`config.mk`:
```
export PLATFORM = sky130hd
export DESIGN_NAME = floor_request_scheduler
export DESIGN_NICKNAME = d
export VERILOG_FILES = /design/src/rtl/floor_request_scheduler.sv
export SDC_FILE = /design/constraint.sdc
export NUM_CORES = 1
export LEC_CHECK = 0
export CORE_ASPECT_RATIO = 0.5
export CORE_UTILIZATION = 64
export DETAILED_ROUTE_END_ITERATION = 16
export PLACE_DENSITY = 0.85
export SYNTH_ARGS = -nofsm -noshare
export SYNTH_HDL_FRONTEND = slang
export SYNTH_SLANG_ARGS = --single-unit
```
`constraint.sdc`:
```
create_clock -name clk -period 4.63 [get_ports clk]
set_input_delay 0.926 -clock clk [delete_from_list [all_inputs] [get_ports clk]]
set_output_delay 0.926 -clock clk [all_outputs]
set_load 0.02 [all_outputs]
```
`src/rtl/floor_request_scheduler.sv`:
```
// SCAN floor request scheduler: synchronises and debounces call buttons, latches pending
// requests, selects the next target floor and times the door dwell at each served floor.
module floor_request_scheduler #(
    parameter int NUM_FLOORS      = 10,
    parameter int DEBOUNCE_CYCLES = 50000,
    parameter int DWELL_CYCLES    = 5000000
) (
    input  logic                  clk,
    input  logic                  rst,
    input  logic [NUM_FLOORS-1:0] call_btn,
    input  logic [3:0]            current_floor,
    input  logic                  idle,
    output logic [3:0]            requested_floor,
    output logic [NUM_FLOORS-1:0] pending,
    output logic                  door_open,
    output logic                  dir_up
);

    typedef enum logic [1:0] {
        S_IDLE  = 2'd0,
        S_SERVE = 2'd1,
        S_DOOR  = 2'd2
    } state_t;

    state_t                  state_q, state_d;
    logic [NUM_FLOORS-1:0]   sync1_q, sync2_q, stable_q, stable_d, prev_q, prev_d;
    logic [NUM_FLOORS-1:0]   pending_q, pending_d;
    logic [15:0]             deb_cnt_q, deb_cnt_d;
    logic [23:0]             dwell_q, dwell_d;
    logic                    tick_dly_q;
    logic [3:0]              req_q, req_d;
    logic                    door_q, door_d, dir_up_q, dir_up_d;

    logic                    tick_s, cf_valid_s, up_found_s, down_found_s, dir_next_s;
    logic [3:0]              up_idx_s, down_idx_s, target_s;
    logic [NUM_FLOORS-1:0]   cand_s, cf_onehot_s, set_s, clr_s;

    // Input conditioning: debounce tick and one-shot set pulse after each stable rising edge
    always_comb begin
        tick_s    = (deb_cnt_q == 16'(DEBOUNCE_CYCLES - 1));
        deb_cnt_d = tick_s ? 16'd0 : deb_cnt_q + 16'd1;
        stable_d  = tick_s ? sync2_q : stable_q;
        prev_d    = tick_s ? stable_q : prev_q;
        if (tick_dly_q) begin
            set_s = stable_q & ~prev_q;
        end else begin
            set_s = '0;
        end
    end

    // SCAN target selection over pending requests other than the current floor
    always_comb begin
        cf_valid_s   = (current_floor < 4'(NUM_FLOORS));
        cf_onehot_s  = cf_valid_s ? (NUM_FLOORS'(1) << current_floor) : '0;
        cand_s       = pending_q & ~cf_onehot_s;
        up_found_s   = 1'b0;
        up_idx_s     = 4'd0;
        down_found_s = 1'b0;
        down_idx_s   = 4'd0;
        for (int i = NUM_FLOORS - 1; i >= 0; i--) begin
            if (cand_s[i] && (4'(i) > current_floor)) begin
                up_found_s = 1'b1;
                up_idx_s   = 4'(i);
            end
        end
        for (int i = 0; i < NUM_FLOORS; i++) begin
            if (cand_s[i] && (4'(i) < current_floor)) begin
                down_found_s = 1'b1;
                down_idx_s   = 4'(i);
            end
        end
        target_s   = current_floor;
        dir_next_s = dir_up_q;
        if (dir_up_q) begin
            if (up_found_s) begin
                target_s = up_idx_s;
            end else if (down_found_s) begin
                target_s   = down_idx_s;
                dir_next_s = 1'b0;
            end else begin
                target_s = current_floor;
            end
        end else begin
            if (down_found_s) begin
                target_s = down_idx_s;
            end else if (up_found_s) begin
                target_s   = up_idx_s;
                dir_next_s = 1'b1;
            end else begin
                target_s = current_floor;
            end
        end
    end

    // Scheduler state machine next-state and pending-request bookkeeping
    always_comb begin
        state_d  = state_q;
        req_d    = req_q;
        door_d   = door_q;
        dir_up_d = dir_up_q;
        dwell_d  = dwell_q;
        clr_s    = '0;
        case (state_q)
            S_IDLE: begin
                req_d  = current_floor;
                door_d = 1'b0;
                if ((pending_q & cf_onehot_s) != '0) begin
                    state_d = S_DOOR;
                    door_d  = 1'b1;
                    dwell_d = 24'(DWELL_CYCLES - 1);
                    clr_s   = cf_onehot_s;
                end else if (pending_q != '0) begin
                    state_d  = S_SERVE;
                    req_d    = target_s;
                    dir_up_d = dir_next_s;
                end else begin
                    state_d = S_IDLE;
                end
            end
            S_SERVE: begin
                // Once the car reaches the target, hold it there until it reports idle
                if (current_floor == req_q) begin
                    if (idle) begin
                        state_d = S_DOOR;
                        door_d  = 1'b1;
                        dwell_d = 24'(DWELL_CYCLES - 1);
                        clr_s   = cf_onehot_s;
                        req_d   = current_floor;
                    end else begin
                        req_d = req_q;
                    end
                end else begin
                    req_d    = target_s;
                    dir_up_d = dir_next_s;
                end
            end
            S_DOOR: begin
                req_d = current_floor;
                clr_s = cf_onehot_s;
                if (dwell_q == 24'd0) begin
                    door_d  = 1'b0;
                    state_d = S_IDLE;
                end else begin
                    door_d  = 1'b1;
                    dwell_d = dwell_q - 24'd1;
                end
            end
            default: begin
                state_d = S_IDLE;
                door_d  = 1'b0;
            end
        endcase
        if (state_q == S_DOOR) begin
            pending_d = (pending_q | set_s) & ~clr_s;
        end else begin
            pending_d = (pending_q & ~clr_s) | set_s;
        end
    end

    // State, counters, synchroniser and registered outputs
    always_ff @(posedge clk) begin
        if (rst) begin
            state_q    <= S_IDLE;
            sync1_q    <= '0;
            sync2_q    <= '0;
            stable_q   <= '0;
            prev_q     <= '0;
            pending_q  <= '0;
            deb_cnt_q  <= 16'd0;
            dwell_q    <= 24'd0;
            tick_dly_q <= 1'b0;
            req_q      <= 4'd0;
            door_q     <= 1'b0;
            dir_up_q   <= 1'b1;
        end else begin
            state_q    <= state_d;
            sync1_q    <= call_btn;
            sync2_q    <= sync1_q;
            stable_q   <= stable_d;
            prev_q     <= prev_d;
            pending_q  <= pending_d;
            deb_cnt_q  <= deb_cnt_d;
            dwell_q    <= dwell_d;
            tick_dly_q <= tick_s;
            req_q      <= req_d;
            door_q     <= door_d;
            dir_up_q   <= dir_up_d;
        end
    end

    assign requested_floor = req_q;
    assign pending         = pending_q;
    assign door_open       = door_q;
    assign dir_up          = dir_up_q;

endmodule

```
==> metrics.md, run 1 <==
| Metric | Value |
|---|---|
| DRC viols | `0` |
| Die Span Y | `64.5 um` |
| Largest net degree at the start of global routing | `40` |
| Comb pwr share | `0.146` |
| Via count | `4396` |
| CTS tree | `built` |
| Share of cells above drive strength 1 | `0.0959` |
| Max rail drop VDD | `239 uV` |
| HP Class | `reg2reg` |
| CP Max Fanout | `15` |
| Dpl hpwl | `7890 um` |
| First-pass GRT wire length | `19400 um` |
| Outcome | `complete, no violations` |
| Leading area contributor after synthesis | `dfxtp_1` |
| Yosys top cell area share | `0.396` |
| Post-route ant nets | `0` |
| Top cells by area, synth | `dfxtp_1, nor2_1, mux2i_1` |
| RePlAce Congestion | `0.954` |
| RSZ-0062 raised after global routing | `no` |
| Most frequent cells in the layout | `dfxtp_1, nor2_1, nand2_1` |
| Routed wl met2 | `5460 um` |
| Max_cap viols | `0` |
| Uppermost routed layer | `met4` |
| Max Fclk | `0.286 GHz` |
| Max-slew headroom | `0.511` |
| CP Launch Type | `input port` |
| Gr ovfl total | `0` |
| Placement Setup Slack | `0.775 ns` |
| Clock transition at path regs | `0.07 ns` |
| Unique cell type count in the Yosys netlist | `71` |
| Internal power | `0.00140 W` |
| Seq pwr share | `0.472` |
| Die width | `127 um` |
| Io pins | `33` |
| Initial antenna violation count | `0` |
| Synth async-reset ratio | `0` |
| Met3 wire len | `628 um` |
| Main flop type after synthesis | `dfxtp_1` |
| Clock Skew | `0.00641 ns` |
| Required @ worst endpoint | `4.91 ns` |
| Crit Path Class | `in2reg` |
| Switch share | `0.289` |
| Worst setup EP type | `register` |
| Register area share after synthesis | `0.396` |
| ANT cells | `0` |
| Clk pwr share | `0.381` |
| Routed length per instance | `16.4 um` |
| Setup ws final | `1.14 ns` |
| Post CTS Setup Buffer Count | `0` |
| Yosys reg bits | `99` |
| Final setup viols | `0` |
| Actual slew at the worst max-slew pin | `0.733 ns` |
| Fin util | `0.759` |
| Core area | `0.00743 mm^2` |
| Cells after DPL | `685` |
| Setup TNS Final | `0 ns` |
| Syn Inst Count | `583` |
| Nets | `624` |
| Fin. Hold Viols | `0` |
| Full die area | `0.00819 mm^2` |
| I/O Buffers | `32` |
| Row count | `22` |
| Metal-1 WL | `5060 um` |
| # clock sinks | `99` |
| Final cell count without fillers | `701` |
| Cts repair resizes | `0` |
| Syn Std Cell Area | `0.00500 mm^2` |
| Syn avg cell area | `8.57 um^2` |
| Pre-antenna DRT Iters | `7` |
| Initial Utilization | `0.673` |
| Clk_lat worst skew | `0.36 ns` |
| Area grow syn2layout | `12.9%` |
| Number of synthesized flops with an enable pin | `0` |
| Final Max Slew Viols | `0` |
| Min Tclk post-route | `3.49 ns` |
| H-tree Lvls | `3` |
| Num CTS Buffers | `9` |
| Final WL | `11500 um` |
| Commonest non-fill, non-tap cell in the layout | `dfxtp_1` |
| Psw | `0.000567 W` |
| Crit path DAT | `3.77 ns` |
| Clock root cell | `clkbuf_16` |
| Power density cells | `348 mW/mm^2` |
| Tcrit/Tclk final | `0.754` |
| Avg Vias per Cell | `6.27` |
| GR Util All Layers | `0.304` |
| Initial DRC count | `317` |
| Hold_buf cts | `0` |
| Pleak | `2.18 nW` |
| Vias in the first global route | `4044` |
| Yosys warnings | `0` |
| Post-synth net total | `607` |
| Clk buf depth | `2` |
[sequential cells by signal, summed over array words and instances, names as in the netlist]
name / flops
state_q: 2
requested_floor: 4
door_open: 1
deb_cnt_q: 16
stable_q: 10
sync2_q: 10
dir_up: 1
prev_q: 10
sync1_q: 10
pending: 10
tick_dly_q: 1
dwell_q: 24
[cells by family after synthesis]
group	Yosys count	share of synthesized area
simple gates	240	0.260
compound gates	136	0.189
flops	99	0.396
buf+inv	53	0.0466
xor+xnor	24	0.0421
mux	24	0.0481
fa+ha+maj	7	0.0175
[synthesized netlist by cell type, types with 15 or more instances]
library cell   n
a21oi_1       32
nor3_1        16
xor2_1        17
dfxtp_1       99
nand2_1       35
nand3_1       15
nor2_1        75
a211oi_1      19
clkbuf_1      20
inv_1         16
a31oi_1       15
mux2i_1       24
nor2b_1       25
[worst paths after layout]
kind	from	endpoint	slack, ns	depth (start not counted)
hold / removal	sync1_q[1]	sync2_q[1]	0.44	1
setup / recovery	current_floor[2]	dwell_q[19]	1.14	8
hold reg to reg	sync1_q[1]	sync2_q[1]	0.44	1
setup reg to reg	dwell_q[8]	dwell_q[11]	1.86	7
[power groups by stage]
stage	sequential (W)	clock, W	combinational (W)
6_report	0.000928	0.000749	0.000287
5_1_grt	0.000933	0.000797	0.000319
4_1_cts	0.000927	0.000758	0.000286
3_5_place_dp	0.000946	0	0.000281
3_3_place_gp	0.000945	0	0.000275
2_1_floorplan	0.000942	0	0.000217
[routing by layer]
metal  global-route usage  up-vias
met5                    0        -
met4                0.126        0
met3               0.0776       33
met2                0.516      145
met1                0.373     2075
li1                     -     2143
[worst max-delay path, stage by stage]
cell             delay (ns)
clkdlybuf4s50_1        0.77
xor2_1                 0.14
nor4_2                 0.37
a21boi_1               0.22
a211oi_4               0.41
nand3_2                0.30
or4_1                  0.47
a31oi_1                0.16
[final cells by class]
type,instances,area (um^2)
fillers,544,1790
clock buffers,9,225
repair buffers,42,390
inverters,17,63.8
flip-flops and latches,99,1980
well taps,96,120
multi-input cells,431,2780
clock inverters,7,77.6
[metrics by stage]
step                power, W  cell area [um^2]  hold WS [ns]
finish               0.00196              5640         0.439
global route         0.00205              5640         0.456
CTS                  0.00197              5640         0.439
detailed placement   0.00123              5340         0.422
global placement     0.00122              5340         0.417
floorplan            0.00116              5000         0.414
No activity file was read; power rests on OpenSTA's default activity.
==> run 2, diff against run 1 <==
--- a/config.mk
+++ b/config.mk
@@ -6,9 +6,9 @@
 export NUM_CORES = 1
 export LEC_CHECK = 0
 export CORE_ASPECT_RATIO = 0.5
-export CORE_UTILIZATION = 64
+export CORE_UTILIZATION = 53
 export DETAILED_ROUTE_END_ITERATION = 16
-export PLACE_DENSITY = 0.85
+export PLACE_DENSITY = 0.76
 export SYNTH_ARGS = -nofsm -noshare
 export SYNTH_HDL_FRONTEND = slang
 export SYNTH_SLANG_ARGS = --single-unit
==> constraint.sdc (replaced) <==
create_clock -name clk -period 2.9 [get_ports clk]
set_input_delay 0.58 -clock clk [delete_from_list [all_inputs] [get_ports clk]]
set_output_delay 0.58 -clock clk [all_outputs]
set_load 0.02 [all_outputs]
==> metrics.md, run 2 (same netlist as run 1, synthesis figures left out) <==
| Metric | Value |
|---|---|
| Seq pwr share | `0.464 (-0.008)` |
| Worst setup EP type | `register` |
| Clk buf depth | `2 (unchanged)` |
| Die width | `139 um (+9.7%)` |
| Nets | `679 (+8.8%)` |
| Full die area | `0.00985 mm^2 (+20%)` |
| Area grow syn2layout | `22.4%` |
| Initial Utilization | `0.560 (-0.112)` |
| Fin. Hold Viols | `0 (unchanged)` |
| Max incr delay on CP | `0.46 ns (-0.31 ns)` |
| Post CTS Setup Buffer Count | `0 (unchanged)` |
| Largest reg by FF count | `dwell_q` |
| Io pins | `33 (unchanged)` |
| Routed length per instance | `15.5 um (-5.6%)` |
| Switch share | `0.289 (about the same)` |
| CTS tree | `built` |
| ANT cells | `0 (unchanged)` |
| CP Max Fanout | `10 (-5)` |
| Critical path's top delay family | `simple AND/OR/NAND/NOR gates` |
| Clock transition at path regs | `0.08 ns (about the same)` |
| Buf/Inv on CP | `3 (+2)` |
| Final setup viols | `0 (unchanged)` |
| Final Max Slew Viols | `0 (unchanged)` |
| Tcrit/Tclk final | `0.976` |
| GR Util All Layers | `0.258 (-0.0458)` |
| Min Tclk post-route | `2.83 ns` |
| Initial antenna violation count | `0 (unchanged)` |
| Comb pwr share | `0.166 (+0.020)` |
| Fin util | `0.686 (-0.0735)` |
| Psw | `0.000923 W (+63%)` |
| Max rail drop VDD | `303 uV (+27%)` |
| Clock root cell | `clkbuf_16` |
| Pleak | `2.46 nW (+13%)` |
| HP Class | `reg2reg` |
| Clk_lat worst skew | `0.35 ns (about the same)` |
| Avg Vias per Cell | `5.80 (-7.5%)` |
| Row count | `24 (+9.1%)` |
| Vias in the first global route | `4300 (+6.3%)` |
| Dpl hpwl | `8470 um (+7.4%)` |
| Outcome | `complete, no violations` |
| Die Span Y | `70.7 um (+9.6%)` |
| First-pass GRT wire length | `20400 um (+5.2%)` |
| Final WL | `12000 um (+4.6%)` |
| Max reg flops | `24 (unchanged)` |
| Leading registers by flop count | `dwell_q x24, deb_cnt_q x16` |
| Required @ worst endpoint | `3.18 ns (-1.73 ns)` |
| Most frequent cells in the layout | `dfxtp_1, nor2_1, buf_4` |
| Internal power | `0.00228 W (+63%)` |
| Actual slew at the worst max-slew pin | `0.762 ns (+0.0281 ns)` |
| Final instance area | `0.00612 mm^2 (+8.4%)` |
| CP Launch Type | `input port` |
| RSZ-0062 raised after global routing | `yes` |
| Max_cap viols | `0 (unchanged)` |
| WHS | `0.439 ns (+0.000559 ns)` |
| Clock Skew | `0.00936 ns (+0.00295 ns)` |
| Largest net degree at the start of global routing | `50 (+25%)` |
| H-tree Lvls | `3 (unchanged)` |
| Crit Path Class | `in2reg` |
| Crit path DAT | `3.11 ns (-0.66 ns)` |
| Power density cells | `523 mW/mm^2 (+50%)` |
| # clock sinks | `99 (unchanged)` |
| Share of cells above drive strength 1 | `0.174 (+0.0784)` |
| Num CTS Buffers | `9 (unchanged)` |
| Max Fclk | `0.353 GHz` |
| Max-slew headroom | `0.485 (-0.0259)` |
| Post-route ant nets | `0 (unchanged)` |
| I/O Buffers | `32 (unchanged)` |
| Via count | `4507 (+2.5%)` |
| Slowest cell on crit path | `clkdlybuf4s50_1` |
| Commonest non-fill, non-tap cell in the layout | `dfxtp_1` |
| RePlAce Congestion | `0.900 (-5.7%)` |
| Clk pwr share | `0.371 (-0.010)` |
| Area post-placement | `0.00579 mm^2 (+8.5%)` |
| Gr ovfl total | `0 (unchanged)` |
| Core area | `0.00892 mm^2 (+20%)` |
| Initial DRC count | `368 (+16%)` |
| Pre-antenna DRT Iters | `5 (-2)` |
| Worst-path cell chain | `clkdlybuf4s50_1, buf_4, xor2_1, nor4_2, a21boi_2, a211oi_4, buf_6, nand4b_4, or4_1, a31oi_1` |
| R2R setup slack | `0.12 ns (-1.74 ns)` |
| DRC viols | `0 (unchanged)` |
-- run 2: cell count changes in the layout (fill, tap and decap cells not counted), sizes merged --
cell | previous run | this run
dlymetal6s2s | 0 | 2
buf | 11 | 66
clkdlybuf4s50 | 31 | 29
-- run 2: layout make-up --
cell class | count | area (um^2)
tap | 117 | 146
fill | 738 | 2800
sequential | 99 | 1980
timing repair buffer | 97 | 828
multi-input combinational | 431 | 2800
clock buffer | 9 | 225
clock inverter | 7 | 70.1
inverter | 17 | 63.8
-- run 2: final timing paths --
kind / start / endpoint / cells after the start
min reg2reg: sync1_q[3] / sync2_q[3] / 1
max: current_floor[3] / dwell_q[18] / 10
max reg2reg: dwell_q[17] / dwell_q[8] / 8
min: sync1_q[3] / sync2_q[3] / 1
-- run 2: timing repair --
action	CTS	global route
hold buffers	0	0
resized for setup	0	7
setup endpoints to repair	0	16
-- run 2: power groups by stage --
stage / clock network [W] / registers, W / logic (W)
final: 0.00119 / 0.00148 / 0.000530
after floorplan: 0 / 0.00150 / 0.000347
after global routing: 0.00127 / 0.00149 / 0.000579
after global placement: 0 / 0.00151 / 0.000503
after detailed placement: 0 / 0.00151 / 0.000516
after CTS: 0.00122 / 0.00148 / 0.000519
-- run 2: layer usage --
metal | part of all wire | track usage | vias to the layer above
met4 | 0.012 | 0.0815 | 0
met1 | 0.47 | 0.340 | 2113
li1 | - | - | 2249
met2 | 0.45 | 0.421 | 130
met5 | 0 | 0 | -
met3 | 0.064 | 0.0636 | 15
-- run 2: stage by stage --
step	TNS [ns]	setup slack, ns	total power (W)	cells
after floorplan	0	0.214	0.00185	583
after global placement	-3.30	-0.235	0.00201	761
after detailed placement	-5.46	-0.335	0.00203	761
after CTS	0	0.0314	0.00322	777
after global routing	-0.0478	-0.0328	0.00334	777
final	0	0.0703	0.00320	777
==> run 3, diff against run 2 <==
--- a/config.mk
+++ b/config.mk
@@ -8,7 +8,9 @@
 export CORE_ASPECT_RATIO = 0.5
 export CORE_UTILIZATION = 53
 export DETAILED_ROUTE_END_ITERATION = 16
-export PLACE_DENSITY = 0.76
+export GPL_ROUTABILITY_DRIVEN = 0
+export PLACE_DENSITY = 0.73
+export SKIP_LAST_GASP = 1
 export SYNTH_ARGS = -nofsm -noshare
 export SYNTH_HDL_FRONTEND = slang
 export SYNTH_SLANG_ARGS = --single-unit
==> metrics.md, run 3 (same netlist as run 1, synthesis figures left out) <==
| Metric | Value |
|---|---|
| Multi-input gate area | `0.00286 mm^2 (+2.1%)` |
| Initial Utilization | `0.560 (unchanged)` |
| Slowest cell on crit path | `clkdlybuf4s50_1` |
| Critical R2R Capture | `dwell_q[11]` |
| Full die area | `0.00985 mm^2 (unchanged)` |
| Worst path most repeated cell | `buf_4` |
| Io pins | `33 (unchanged)` |
| Fin util | `0.689 (+0.00337)` |
| HP Class | `reg2reg` |
| CTS tree | `built` |
| Min Tclk post-route | `2.85 ns (+0.0248 ns)` |
| Max incr delay on CP | `0.55 ns (+0.09 ns)` |
| H-tree Lvls | `3 (unchanged)` |
| Final WL | `11900 um (-1.2%)` |
| Pleak | `2.46 nW (-0.26%)` |
| Clock transition at path regs | `0.07 ns (about the same)` |
| Pre-antenna DRT Iters | `8 (+3)` |
| Final cell count without fillers | `774 (-0.39%)` |
| Sequential cell area | `0.00198 mm^2 (unchanged)` |
| Max_cap viols | `0 (unchanged)` |
| Worst setup EP type | `register` |
| Die width | `139 um (unchanged)` |
| Nets | `677 (-0.29%)` |
| Tcrit/Tclk final | `0.984 (+0.00854)` |
| CP Launch Type | `input port` |
| Vias in the first global route | `4098 (-4.7%)` |
| CP Max Fanout | `11 (+1)` |
| Hold_buf cts | `0 (unchanged)` |
| Cells after DPL | `758 (-0.39%)` |
| GR Util All Layers | `0.250 (-0.00828)` |
| WP depth | `10 (unchanged)` |
| Die Span Y | `70.7 um (unchanged)` |
| Largest net degree at the start of global routing | `49 (-2.0%)` |
| Power density cells | `515 mW/mm^2 (-1.5%)` |
| ANT cells | `0 (unchanged)` |
| Fin. Hold Viols | `0 (unchanged)` |
| Crit. Startpoint | `current_floor[2]` |
| Largest reg by FF count | `dwell_q` |
| Critical path's top delay family | `buffers and inverters` |
| I/O Buffers | `32 (unchanged)` |
| # clock sinks | `99 (unchanged)` |
| Required @ worst endpoint | `3.11 ns (-0.07 ns)` |
| Share of cells above drive strength 1 | `0.180 (+0.00536)` |
| Max Fclk | `0.350 GHz (-0.87%)` |
| Dpl hpwl | `8230 um (-2.8%)` |
| Max rail drop VDD | `354 uV (+17%)` |
| Clock Skew | `0.00853 ns (-0.000834 ns)` |
| Routed length per instance | `15.3 um (-0.87%)` |
| Row count | `24 (unchanged)` |
| Crit Path Class | `in2reg` |
| DRC viols | `0 (unchanged)` |
| Area grow syn2layout | `23.0%` |
| R2r startpoint | `dwell_q[17]` |
| RSZ-0062 raised after global routing | `no` |
| Initial antenna violation count | `0 (unchanged)` |
| R2R setup slack | `0.16 ns (+0.04 ns)` |
| Worst Reg-to-Reg Cells | `8 (unchanged)` |
| Crit path DAT | `3.06 ns (-0.05 ns)` |
| WHS | `0.436 ns (-0.00379 ns)` |
| Buf/Inv on CP | `3 (unchanged)` |
| Post-route ant nets | `0 (unchanged)` |
| Max-slew headroom | `0.521 (+0.0361)` |
| Core area | `0.00892 mm^2 (unchanged)` |
| Commonest non-fill, non-tap cell in the layout | `dfxtp_1` |
| Worst setup path end | `requested_floor[1]` |
| Leading registers by flop count | `dwell_q x24, deb_cnt_q x16` |
| Clock root cell | `clkbuf_16` |
| First-pass GRT wire length | `19700 um (-3.2%)` |
| Most frequent cells in the layout | `dfxtp_1, nor2_1, buf_4` |
| Initial DRC count | `351 (-4.6%)` |
| Via count | `4488 (-0.42%)` |
| Clk_lat worst skew | `0.35 ns (about the same)` |
| Outcome | `complete, no violations` |
| Fillcell total | `701 (-5.0%)` |
| Avg Vias per Cell | `5.80 (about the same)` |
| Actual slew at the worst max-slew pin | `0.708 ns (-0.0533 ns)` |
| Hold path cells | `1 (unchanged)` |
| Max reg flops | `24 (unchanged)` |
| Final Max Slew Viols | `0 (unchanged)` |
| Num CTS Buffers | `9 (unchanged)` |
| Clk buf depth | `2 (unchanged)` |
| Worst-path cell chain | `clkdlybuf4s50_1, buf_4, buf_4, nand3_1, a21o_1, and4bb_2, a21oi_1, and3b_1, a31oi_1, o22ai_1` |
| Gr ovfl total | `0 (unchanged)` |
| Final setup viols | `0 (unchanged)` |
[run 3: changes by cell type in the layout (fill, tap and decap cells not counted), sizes merged]
cell / delta
clkdlybuf4s50: -1
dlygate4sd2: +1
buf: -2
inv: -1
[run 3: power breakdown]
group | switching, W | internal [W] | leakage, nW | total (W)
registers | 0.0000571 | 0.00142 | 0.807 | 0.00148
logic | 0.000287 | 0.000245 | 1.51 | 0.000532
clock network | 0.000555 | 0.000597 | 0.140 | 0.00115
[run 3: worst min path at each step]
stage	startpoint	endpoint	slack, ns
after global placement	sync1_q[1]	sync2_q[1]	0.42
after floorplan	sync1_q[0]	sync2_q[0]	0.41
after global routing	sync1_q[4]	sync2_q[4]	0.46
after detailed placement	sync1_q[4]	sync2_q[4]	0.43
after CTS	sync1_q[0]	sync2_q[0]	0.44
final	sync1_q[0]	sync2_q[0]	0.44
[run 3: timing repair]
item	CTS	global route
gates resized for setup	1	17
pin swaps	1	3
setup endpoints to repair	4	16
setup buffers	0	1
cloned	0	0
endpoints found under the hold margin	0	0
[run 3: through the flow]
stage               setup slack [ns]  area [um^2]  setup TNS (ns)  total power (W)
floorplan                      0.214         5000               0          0.00185
global placement              -0.354         5770           -7.26          0.00201
detailed placement            -0.380         5770           -8.33          0.00202
CTS                           0.0113         6050               0          0.00316
global route                 0.00563         6150               0          0.00330
finish                        0.0456         6150               0          0.00317
[run 3: cell type report]
type,count,share of cell area
clock inverter,6,0.00936
sequential,99,0.322
multi-input combinational,431,0.465
timing repair buffer,95,0.132
inverter,17,0.0104
tap,117,0.0238
clock buffer,9,0.0366
[run 3: worst reg2reg max path: cells and delay by family (launching register included)]
kind                   cells  cell delay (ns)
AO/OA/AOI/OAI              2             0.21
buffers and inverters      1             0.15
flip-flops                 1             0.36
AND/OR/NAND/NOR            5             1.96
[run 3: metal layers]
layer / global-route usage / part of all wire / up-vias
li1: - / - / 2249
met4: 0.0938 / 0.020 / 0
met1: 0.325 / 0.47 / 2063
met5: 0 / 0 / -
met2: 0.409 / 0.46 / 149
met3: 0.0575 / 0.054 / 27
